## config.mk

```make
export PLATFORM = sky130hd
export DESIGN_NAME = type_accum_bank
export DESIGN_NICKNAME = d
export VERILOG_FILES = /design/src/rtl/type_accum_bank.sv
export SDC_FILE = /design/constraint.sdc
export NUM_CORES = 1
export LEC_CHECK = 0
export ABC_AREA = 1
export BUFFER_PORTS_ARGS = -buffer_cell sky130_fd_sc_hd__buf_2
export CAP_MARGIN = 40
export CORE_MARGIN = 2
export CORE_UTILIZATION = 27
export DETAILED_ROUTE_END_ITERATION = 8
export REMOVE_ABC_BUFFERS = 1
export SYNTH_ARGS = -nofsm -noshare
export SYNTH_HDL_FRONTEND = slang
export SYNTH_SLANG_ARGS = --single-unit
```

## constraint.sdc

```tcl
create_clock -name clk -period 3 [get_ports clk]
set_input_delay 0.6 -clock clk [delete_from_list [all_inputs] [get_ports clk]]
set_output_delay 0.6 -clock clk [all_outputs]
set_load 0.05 [all_outputs]
```

## src/rtl/type_accum_bank.sv

```systemverilog
// Bank of independent accumulators driven by a valid/ready command stream.
// Each accepted command produces one registered result; overflow can wrap or saturate.
module type_accum_bank #(
  parameter int WIDTH    = 8,
  parameter int CHANNELS = 4,
  parameter int SIGNED   = 0,
  parameter int SATURATE = 0,
  localparam int CW      = (CHANNELS > 1) ? $clog2(CHANNELS) : 1
) (
  input  logic             clk,
  input  logic             rstn,
  input  logic             d,
  output logic             q,
  input  logic             in_valid,
  output logic             in_ready,
  input  logic [CW-1:0]    in_ch,
  input  logic [1:0]       in_op,
  input  logic [WIDTH-1:0] in_data,
  output logic             out_valid,
  input  logic             out_ready,
  output logic [CW-1:0]    out_ch,
  output logic [WIDTH-1:0] out_data,
  output logic             out_ovf,
  output logic [64:0]      xact_count
);
  typedef enum logic [1:0] {
    OP_LOAD  = 2'b00,
    OP_ADD   = 2'b01,
    OP_SUB   = 2'b10,
    OP_CLEAR = 2'b11
  } op_e;

  logic [WIDTH-1:0] acc_reg [CHANNELS];
  logic             q_reg;
  logic             out_valid_reg;
  logic [CW-1:0]    out_ch_reg;
  logic [WIDTH-1:0] out_data_reg;
  logic             out_ovf_reg;
  logic [64:0]      xact_count_reg;

  logic             accept;
  logic             in_range;
  logic [WIDTH-1:0] cur_acc;
  logic [WIDTH-1:0] smin;
  logic [WIDTH-1:0] smax;
  logic [WIDTH:0]   a_ext;
  logic [WIDTH:0]   b_ext;
  logic [WIDTH:0]   raw;
  logic [WIDTH-1:0] res_next;
  logic             ovf_next;

  assign in_ready = !out_valid_reg || out_ready;
  assign accept   = in_valid && in_ready;
  assign in_range = {1'b0, in_ch} < (CW + 1)'(CHANNELS);
  assign cur_acc  = in_range ? acc_reg[in_ch] : '0;

  always_comb begin
    smin           = '0;
    smin[WIDTH-1]  = 1'b1;
    smax           = ~smin;
    a_ext          = (SIGNED != 0) ? {cur_acc[WIDTH-1], cur_acc} : {1'b0, cur_acc};
    b_ext          = (SIGNED != 0) ? {in_data[WIDTH-1], in_data} : {1'b0, in_data};
    raw            = '0;
    ovf_next       = 1'b0;
    case (op_e'(in_op))
      OP_LOAD:  raw = b_ext;
      OP_ADD:   raw = a_ext + b_ext;
      OP_SUB:   raw = a_ext - b_ext;
      default:  raw = '0;
    endcase
    // One guard bit: unsigned carry/borrow lands in raw[WIDTH]; signed overflow
    // shows as the guard bit disagreeing with the result sign.
    if (in_op == OP_ADD || in_op == OP_SUB) begin
      ovf_next = (SIGNED != 0) ? (raw[WIDTH] != raw[WIDTH-1]) : raw[WIDTH];
    end
    res_next = raw[WIDTH-1:0];
    if (ovf_next && SATURATE != 0) begin
      if (SIGNED != 0) begin
        res_next = raw[WIDTH] ? smin : smax;
      end else begin
        res_next = (in_op == OP_ADD) ? '1 : '0;
      end
    end
    if (!in_range) begin
      res_next = '0;
      ovf_next = 1'b1;
    end
  end

  for (genvar gi = 0; gi < CHANNELS; gi++) begin : g_acc
    always_ff @(posedge clk) begin
      if (!rstn) begin
        acc_reg[gi] <= '0;
      end else if (accept && in_range && in_ch == CW'(gi)) begin
        acc_reg[gi] <= res_next;
      end
    end
  end

  always_ff @(posedge clk) begin
    if (!rstn) begin
      q_reg          <= 1'b0;
      out_valid_reg  <= 1'b0;
      out_ch_reg     <= '0;
      out_data_reg   <= '0;
      out_ovf_reg    <= 1'b0;
      xact_count_reg <= '0;
    end else begin
      q_reg <= d;
      if (accept) begin
        out_valid_reg  <= 1'b1;
        out_ch_reg     <= in_ch;
        out_data_reg   <= res_next;
        out_ovf_reg    <= ovf_next;
        xact_count_reg <= xact_count_reg + 65'd1;
      end else if (out_ready) begin
        out_valid_reg <= 1'b0;
      end
    end
  end

  assign q          = q_reg;
  assign out_valid  = out_valid_reg;
  assign out_ch     = out_ch_reg;
  assign out_data   = out_data_reg;
  assign out_ovf    = out_ovf_reg;
  assign xact_count = xact_count_reg;

endmodule

```

== Word level (Yosys, flattened, before mapping) ==
Memories as Yosys holds them, arrays and structs flattened.
Cells that the tools add are included.
Word-level totals
  register bits: 78
  memory bits (writable): 32
  input bits: 17
  memories kept: 1
Operators by class
  $add $sub $neg: 3
  eq/ne operators: 5
  mux-type cells: 21
  bitwise operators: 4
  reduce and logical (&&, ||, !) cells: 11
Memory list
  acc_reg: words 4, bits a word 8, read ports 1, clocked after memory_dff 0, wr ports 4, RTL line 33  | logic [WIDTH-1:0] acc_reg [CHANNELS];
Operator list (number)
  $add A65 B1 Y65 const B: 1
  $mux W8: 4
  $pmux W9 S3: 1
  $mux W1: 16
  $add A8 B8 Y9: 1
  $sub A8 B8 Y9: 1
  $eq A2 B2 Y1 const B: 3
  $logic_and A1 B1 Y1: 5
  $eq A2 B1 Y1 const B: 2
  $logic_not A2 Y1: 2
  $or A1 B1 Y1: 4
  $logic_or A1 B1 Y1: 2
  $reduce_bool A2 Y1: 1
  $logic_not A1 Y1: 1

== Longest topological paths before layout ==
Gate-level depths: netlist of run 1.
  word-level depth: 8
  mapped depth: 18

== Worst setup path before layout of run 1 ==
Ideal clock, no wire load.
  kind: input port to flip-flop
  start point: in in_ch[1]
  end point: mem acc_reg[0][6], data pin
  arrival time: 2.460 ns
  required time: 2.738 ns
  slack: 0.277 ns
  cell stages on the path: 16
  cell sequence: inv_1 -> nand2_1 -> clkinv_1 -> a22o_1 -> a221oi_1 -> ha_1 -> inv_1 -> fa_1 -> nand2_1 -> nand2_1 -> nand3b_1 -> nand2_1 -> nor2_1 -> o21ai_0 -> nand2_1 -> nor2_1
RTL lines
  from (decl): RTL line 16  | input logic [CW-1:0] in_ch,
  to (decl): RTL line 33

==> implementation parameters, run 1 <==
Parameter                              Value

Outcome
  Result of the run ... finished, final reports clean

Global route
  Maximum number of pins on one net before global-route repair ... 53
  Wire length of the first global-routing pass ... 30,700 um
  All-Layer GR Usage ... 15.75%
  Initial antenna violation count ... 0
  Remaining global-route overflow ... 0
  Vias in the first global route ... 6,016

Detailed routing
  DRT Pass-1 Iters ... 5
  Post-route ant nets ... 0
  Post-DR vias/cell ... about 4.6
  WL per Instance ... 14.14 um
  Via count ... between 6,000 and 7,000
  Iteration-0 DRC Markers ... about 440
  Detailed-route wire length ... approximately 19,000 um
  Post-detailed-route DRC marker count ... 0

Floorplan
  Initial core utilization ... 27.46%
  Vertical die dimension ... 158.5 um
  Floorplan Core Area ... 0.02347 mm2
  Die width ... 158.5 um
  Die Outline Area ... 0.02512 mm2
  Number of top-level pins ... 96
  Placement Rows ... 56

Setup path
  Crit Path Max Fanout ... 5
  Slowest cell on the critical path ... ha_1
  Worst reg-to-reg setup slack ... 0.50 ns
  Worst Reg-to-Reg Cells ... 14
  Required time of the critical path ... 3.10 ns
  Start of the worst register-to-register path ... acc_reg[0][0]$_SDFFCE_PN0P_
  Critical Setup Path Class ... in2reg
  Endpoint arrival time on the critical path ... 2.82 ns
  Critical Path Start Type ... primary input
  Crit-path cells ... buf_2, inv_1, ha_1, inv_1, nor2_1, nand2_1, o31ai_1, xor2_1, inv_1, ha_1, nand2_1, inv_1, a21oi_1, nand3_1, nand3_1, nand2_1, nand2_1, nor2_1
  Endpoint of the most critical register-to-register path ... acc_reg[2][6]$_SDFFCE_PN0P_
  Critical path capture point type ... flop
  Highest cell delay on the worst timing path ... 0.32 ns

Hold path
  Path category of the worst min-delay check ... in2reg
  Hold path start ... d
  Worst hold endpoint ... q$_SDFF_PN0_
  Worst Hold Path Cells ... 3

STA
  Setup Skew ... 0.01131 ns
  Final TNS setup ... 0 ns
  Total count of hold-check failures in the final report ... 0
  Final period utilization ... about 91%
  Shortest clock period the worst path allows after layout ... 2.724 ns
  Slew @ Worst Pin ... 0.8443 ns
  Worst-case headroom to the max-slew limit ... 43.37%
  Number of setup violations in the final report ... 0
  Max-slew violation count ... 0
  Fmax achieved ... 0.3671 GHz
  RSZ-0062 raised after global routing ... false

Logic synthesis
  Sequential element share of the synthesized area ... 39.14%
  Post-Syn Area per Cell ... 6.842 um2
  Synthesized flop and latch total ... 110
  Share of flip-flops with an asynchronous set or reset after synthesis ... 0%
  Netlist area before placement ... 0.006445 mm2
  Warnings from Yosys ... 0
  Library cells used by synthesis ... 45
  Number of flops mapped to enable cells by yosys ... 32
  Number of cells produced by synthesis ... 942
  Most used DFF post-synth ... dfxtp_1

Clock network
  Count of H-tree levels built during CTS ... 3
  # clock sinks ... 110
  Number of setup buffers added after CTS ... 0
  Cell at the root of the clock tree ... clkbuf_16
  Clock network latency to the later pin of the worst-skew pair ... 0.37 ns
  CTS tree ... yes
  Clock slew at the register clock pins of the worst setup and hold paths ... roughly 0.070 ns
  Maximum buffer depth of the clock tree ... 2
  TritonCTS Buffers ... 9

Run
  Number of maximum-capacitance constraint violations ... 0

Pwr
  Worst vdd ir ... 244.7 uV
  LEAKAGE ... 3.229 nW
  Power per unit of standard cell area ... 423.0 mW/mm2

Finish
  Total inserted antenna cells ... 0
  Fillers ... 2,588
  Layout area overhead ... 19.49%
  Multi-input gate area ... 0.003440 mm2
  Final #Nets ... 1,083
  Fraction of the core area covered by cells at the end of the flow ... 32.81%
  Max FFs per register ... 65
  Area occupied by registers ... 0.002522 mm2
  Finished Layout Cells ... 1,375
  Fraction of layout instances using a drive strength above 1 ... 16.19%

Placed design
  I/O Buffers ... 95
  Sum of net half-perimeters after detailed placement ... 14,840 um
  Final weighted congestion of routability-driven global placement ... 0.8773
  Number of placed cells counting well taps ... between 1,000 and 1,500
how the worst max path moves through the flow:
stage | startpoint | cells past startpoint | slack (ns) | to
final | in_data[0] | 18 | 0.28 | acc_reg[0][7]$_SDFFCE_PN0P_
after global routing | in_data[0] | 18 | 0.05 | acc_reg[0][7]$_SDFFCE_PN0P_
after CTS | in_ch[1] | 18 | 0.24 | acc_reg[2][6]$_SDFFCE_PN0P_
after detailed placement | in_ch[1] | 18 | -0.13 | acc_reg[2][6]$_SDFFCE_PN0P_
after global placement | in_ch[1] | 18 | -0.02 | acc_reg[3][6]$_SDFFCE_PN0P_
after floorplan | out_ready | 6 | 0.03 | acc_reg[2][0]$_SDFFCE_PN0P_
area by class of cell:
cell class	count	share of cell area, %
clock inverter	5	0.5686
sequential	110	32.75
multi-input combinational	704	44.66
clock buffer	10	3.249
timing repair buffer	115	8.123
inverter	112	5.459
tap	319	5.183
repair_timing:
action / 4_1_cts / 5_1_grt
resized for setup: 0 / 1
setup endpoints to repair: 0 / 4
hold buffers: 0 / 0
synth_stat cells, types with 9 or more instances:
cell,number,area [um2]
nand2_1,252,945.9
nor2_1,173,649.4
inv_1,108,405.4
dfxtp_1,78,1562
a21oi_1,49,245.2
nand3_1,49,245.2
o21ai_0,39,195.2
edfxtp_1,32,960.9
nand4_1,25,156.4
nor3_1,17,85.08
ha_1,13,162.7
nor2_2,11,68.82
xor2_1,11,96.34
clkbuf_1,10,37.54
nand2_2,9,56.30
power by group:
part / leakage, nW / internal (mW) / switching (mW)
registers: 0.966 / 1.57 / 0.0173
logic: 2.12 / 0.140 / 0.313
clock network: 0.143 / 0.619 / 0.601
total: 3.23 / 2.33 / 0.931
critical path: cells and delay by family:
kind | cells | cell delay, ns
compound gates | 2 | 0.43
buf+inv | 5 | 0.32
xor+xnor | 1 | 0.17
simple gates | 8 | 0.82
fa+ha+maj | 2 | 0.49
stage by stage:
step | hold WS (ns) | setup WS, ns | instance area [um2] | total power, mW
floorplan | 0.6935 | 0.02766 | 6376 | 1.913
global placement | 0.4542 | -0.02344 | 7401 | 2.069
detailed placement | 0.4591 | -0.1305 | 7401 | 2.073
CTS | 0.4146 | 0.2366 | 7695 | 3.291
global route | 0.4508 | 0.05165 | 7701 | 3.391
finish | 0.4247 | 0.2756 | 7701 | 3.258
placed cells by master (no fill, tap or decap), types with 3 or more instances in the layout:
cell	netlist	final
buf_2	1	95
buf_4	0	20
o22ai_1	3	3
nor3b_1	3	3
inv_1	108	108
nand3_1	49	49
clkbuf_16	0	10
ha_1	13	13
nor2_2	11	11
a21oi_1	49	49
edfxtp_1	32	32
nand3_2	3	3
clkinv_1	3	3
nor2_1	173	173
o21bai_1	3	3
nand4_1	25	25
nand2_1	252	252
nor3_1	17	17
a22oi_1	8	8
nor2_4	8	8
nand2_2	9	9
xnor2_1	3	3
o21ai_0	39	39
o21a_1	4	4
dfxtp_1	78	78
xor2_1	11	11
kinds of logic (layout without fill, tap and decap cells):
logic type      count (synthesis)  count (layout)  share of synthesized area (%)
compound gates                114             114                          9.843
xor+xnor                       14              14                          1.903
fa+ha+maj                      14              14                          2.834
buf+inv                       128             242                          7.591
flops                         110             110                          39.14
simple gates                  562             562                          38.69
layer usage:
layer	vias to the layer above	global-route usage, %	wire length [um]
li1	3265	-	-
met1	2925	19.44	8584
met2	154	27.93	9557
met3	25	2.776	985
met4	0	4.805	312
met5	-	0	0
Power figures use the tool's default switching activity.
==> run 2, diff against run 1 <==
--- a/config.mk
+++ b/config.mk
@@ -11,6 +11,8 @@
 export CORE_MARGIN = 2
 export CORE_UTILIZATION = 27
 export DETAILED_ROUTE_END_ITERATION = 8
+export HOLD_SLACK_MARGIN = 0.05
+export MAX_ROUTING_LAYER = met4
 export REMOVE_ABC_BUFFERS = 1
 export SYNTH_ARGS = -nofsm -noshare
 export SYNTH_HDL_FRONTEND = slang
==> run 2 against run 1 <==
Sequential share of layout area is 0.25 points lower. Sequential power hardly changed. Sequential cell count stayed put. Worst setup slack better by 0.033 ns. Combinational power is 1% higher. Worst hold slack better by 0.014 ns.
==> implementation parameters, run 2 (synthesis gave the netlist of run 1 again) <==
Parameter                              Value

Global route
  Wire length of the first global-routing pass ... 31,310 um
  Maximum number of pins on one net before global-route repair ... 53
  All-Layer GR Usage ... roughly 16%
  Remaining global-route overflow ... 0
  Initial antenna violation count ... 0
  Vias in the first global route ... 6,135

Finish
  Finished Layout Cells ... 1,378
  Final #Nets ... around 1,100
  Max FFs per register ... 65
  Fraction of the core area covered by cells at the end of the flow ... 33.06%
  Fillers ... ~2,600
  Total inserted antenna cells ... 0
  Fraction of layout instances using a drive strength above 1 ... between 15 and 20%
  Layout area overhead ... 20.40%
  Commonest cells after routing, fill and taps aside ... nand2_1, nor2_1, inv_1
  Most frequent standard cell in the layout excluding fill and tap cells ... nand2_1

Floorplan
  Vertical die dimension ... around 160 um
  Number of top-level pins ... 96
  Die width ... around 160 um
  Die Outline Area ... 0.02512 mm2
  Placement Rows ... 56
  Floorplan Core Area ... 0.02347 mm2
  Initial core utilization ... about 27%

Detailed routing
  Met2 wire length ... 9466 um
  Post-route ant nets ... 0
  Uppermost layer routed ... met4
  Post-DR vias/cell ... 4.644
  Via count ... 6,399
  WL per Instance ... 13.96 um
  DRT Pass-1 Iters ... 5
  Iteration-0 DRC Markers ... roughly 360
  Met3 routed wirelength ... 823 um
  Detailed-route wire length ... 19,240 um
  Post-detailed-route DRC marker count ... 0
  Post-Route M1 WL ... 8703 um

Hold path
  Hold path start ... d
  Path category of the worst min-delay check ... in2reg

STA
  Total count of hold-check failures in the final report ... 0
  RSZ-0062 raised after global routing ... false
  Shortest clock period the worst path allows after layout ... 2.691 ns
  Max-slew violation count ... 0
  Worst-case headroom to the max-slew limit ... 57.77%
  Slew @ Worst Pin ... 0.6334 ns
  Final TNS setup ... 0 ns
  Setup Skew ... about 0.015 ns
  Fmax achieved ... 0.3716 GHz
  Number of setup violations in the final report ... 0
  Final period utilization ... 89.71%

Setup path
  Critical path capture point ... acc_reg[2][7]$_SDFFCE_PN0P_
  Worst reg-to-reg setup slack ... 0.45 ns
  Number of buffer and inverter stages on the critical path ... 5
  Crit Path Max Fanout ... 5
  Endpoint arrival time on the critical path ... 2.79 ns
  Crit path launch ... in_data[0]
  Required time of the critical path ... 3.10 ns
  Total stage count of the critical path ... 18
  Largest delay share family, worst path ... simple AND/OR/NAND/NOR gates
  Highest cell delay on the worst timing path ... 0.32 ns
  Slowest cell on the critical path ... ha_1
  Critical Setup Path Class ... in2reg
  Worst Reg-to-Reg Cells ... 15
  Critical Path Start Type ... primary input
  Endpoint of the most critical register-to-register path ... acc_reg[1][6]$_SDFFCE_PN0P_
  Crit-path cells ... buf_2, inv_1, ha_1, inv_1, nor2_1, nand2_1, o31ai_2, xor2_1, inv_1, ha_1, nand2_1, inv_1, a21oi_1, nand3_1, nand3_1, nand2_1, nand2_1, nor2_1
  Start of the worst register-to-register path ... acc_reg[0][0]$_SDFFCE_PN0P_
  Critical path capture point type ... flop

Clock network
  Count of H-tree levels built during CTS ... 3
  Post-CTS Hold Fix Bufs ... 0
  CTS tree ... yes
  TritonCTS Buffers ... 9
  Cell at the root of the clock tree ... clkbuf_16
  Number of setup buffers added after CTS ... 0
  # clock sinks ... 110
  Clock slew at the register clock pins of the worst setup and hold paths ... about 0.08 ns
  Maximum buffer depth of the clock tree ... 2
  Number of gates resized after CTS ... 0
  Clock network latency to the later pin of the worst-skew pair ... 0.36 ns

Placed design
  Number of placed cells counting well taps ... 1,362
  I/O Buffers ... 95
  Final weighted congestion of routability-driven global placement ... 0.8818
  Sum of net half-perimeters after detailed placement ... about 15,000 um

Run
  Number of maximum-capacitance constraint violations ... 0

Pwr
  LEAKAGE ... 3.260 nW
  Power per unit of standard cell area ... 431.4 mW/mm2
  Worst vdd ir ... roughly 440 uV
  Post-layout power ... 3.348 mW

Outcome
  Result of the run ... finished, final reports clean
run 2: metal layers:
layer,GRT usage [%],vias to the layer above
met2,28.32,143
li1,-,3259
met4,3.689,0
met3,2.477,18
met1,20.04,2979
met5,-,-
run 2: report_power, final:
part           switching [mW]  internal (mW)  leakage (nW)
registers              0.0165           1.57         0.966
clock network           0.633          0.672         0.158
logic                   0.313          0.144          2.14
total                   0.963           2.38          3.26
run 2: stage by stage:
stage / setup slack [ns] / hold slack [ns] / cell area (um2)
final: 0.3088 / 0.4383 / 7760
after global routing: 0.02892 / 0.4484 / 7760
after CTS: 0.2903 / 0.4282 / 7755
after detailed placement: -0.07457 / 0.4558 / 7436
after global placement: 0.02263 / 0.4530 / 7408
after floorplan: 0.02766 / 0.6935 / 6376
run 2: how the worst min path moves through the flow:
stage	cells past startpoint	endpoint	slack [ns]
5_1_grt	3	q$_SDFF_PN0_	0.45
6_report	3	q$_SDFF_PN0_	0.44
3_5_place_dp	2	out_ch[1]$_SDFFE_PN0P_	0.46
4_1_cts	3	q$_SDFF_PN0_	0.43
3_3_place_gp	2	out_ch[1]$_SDFFE_PN0P_	0.45
2_1_floorplan	2	q$_SDFF_PN0_	0.69
run 2: cell type report:
| cell class | count | area (um2) | share of cell area [%] |
|---|---|---|---|
| Sequential cell | 110 | 2522 | 32.51 |
| Clock buffer | 9 | 225.2 | 2.902 |
| Inverter | 112 | 420.4 | 5.418 |
| Tap cell | 319 | 399.1 | 5.144 |
| Timing Repair Buffer | 117 | 660.6 | 8.513 |
| Clock inverter | 7 | 93.84 | 1.209 |
| Multi-Input combinational cell | 704 | 3438 | 44.31 |
run 2: worst register-to-register path, cell delays in order (launching register included):
cell and delay, ns:
edfxtp_1 0.37, a22o_1 0.23, a221oi_1 0.23, buf_4 0.17, ha_1 0.13, inv_1 0.06, fa_1 0.38, nand2_1 0.09
nand2_1 0.07, nand3b_1 0.10, nand2_1 0.07, nand2_1 0.06, nand2_1 0.04, o21ai_0 0.14, nand2_1 0.14, nor2_1 0.11
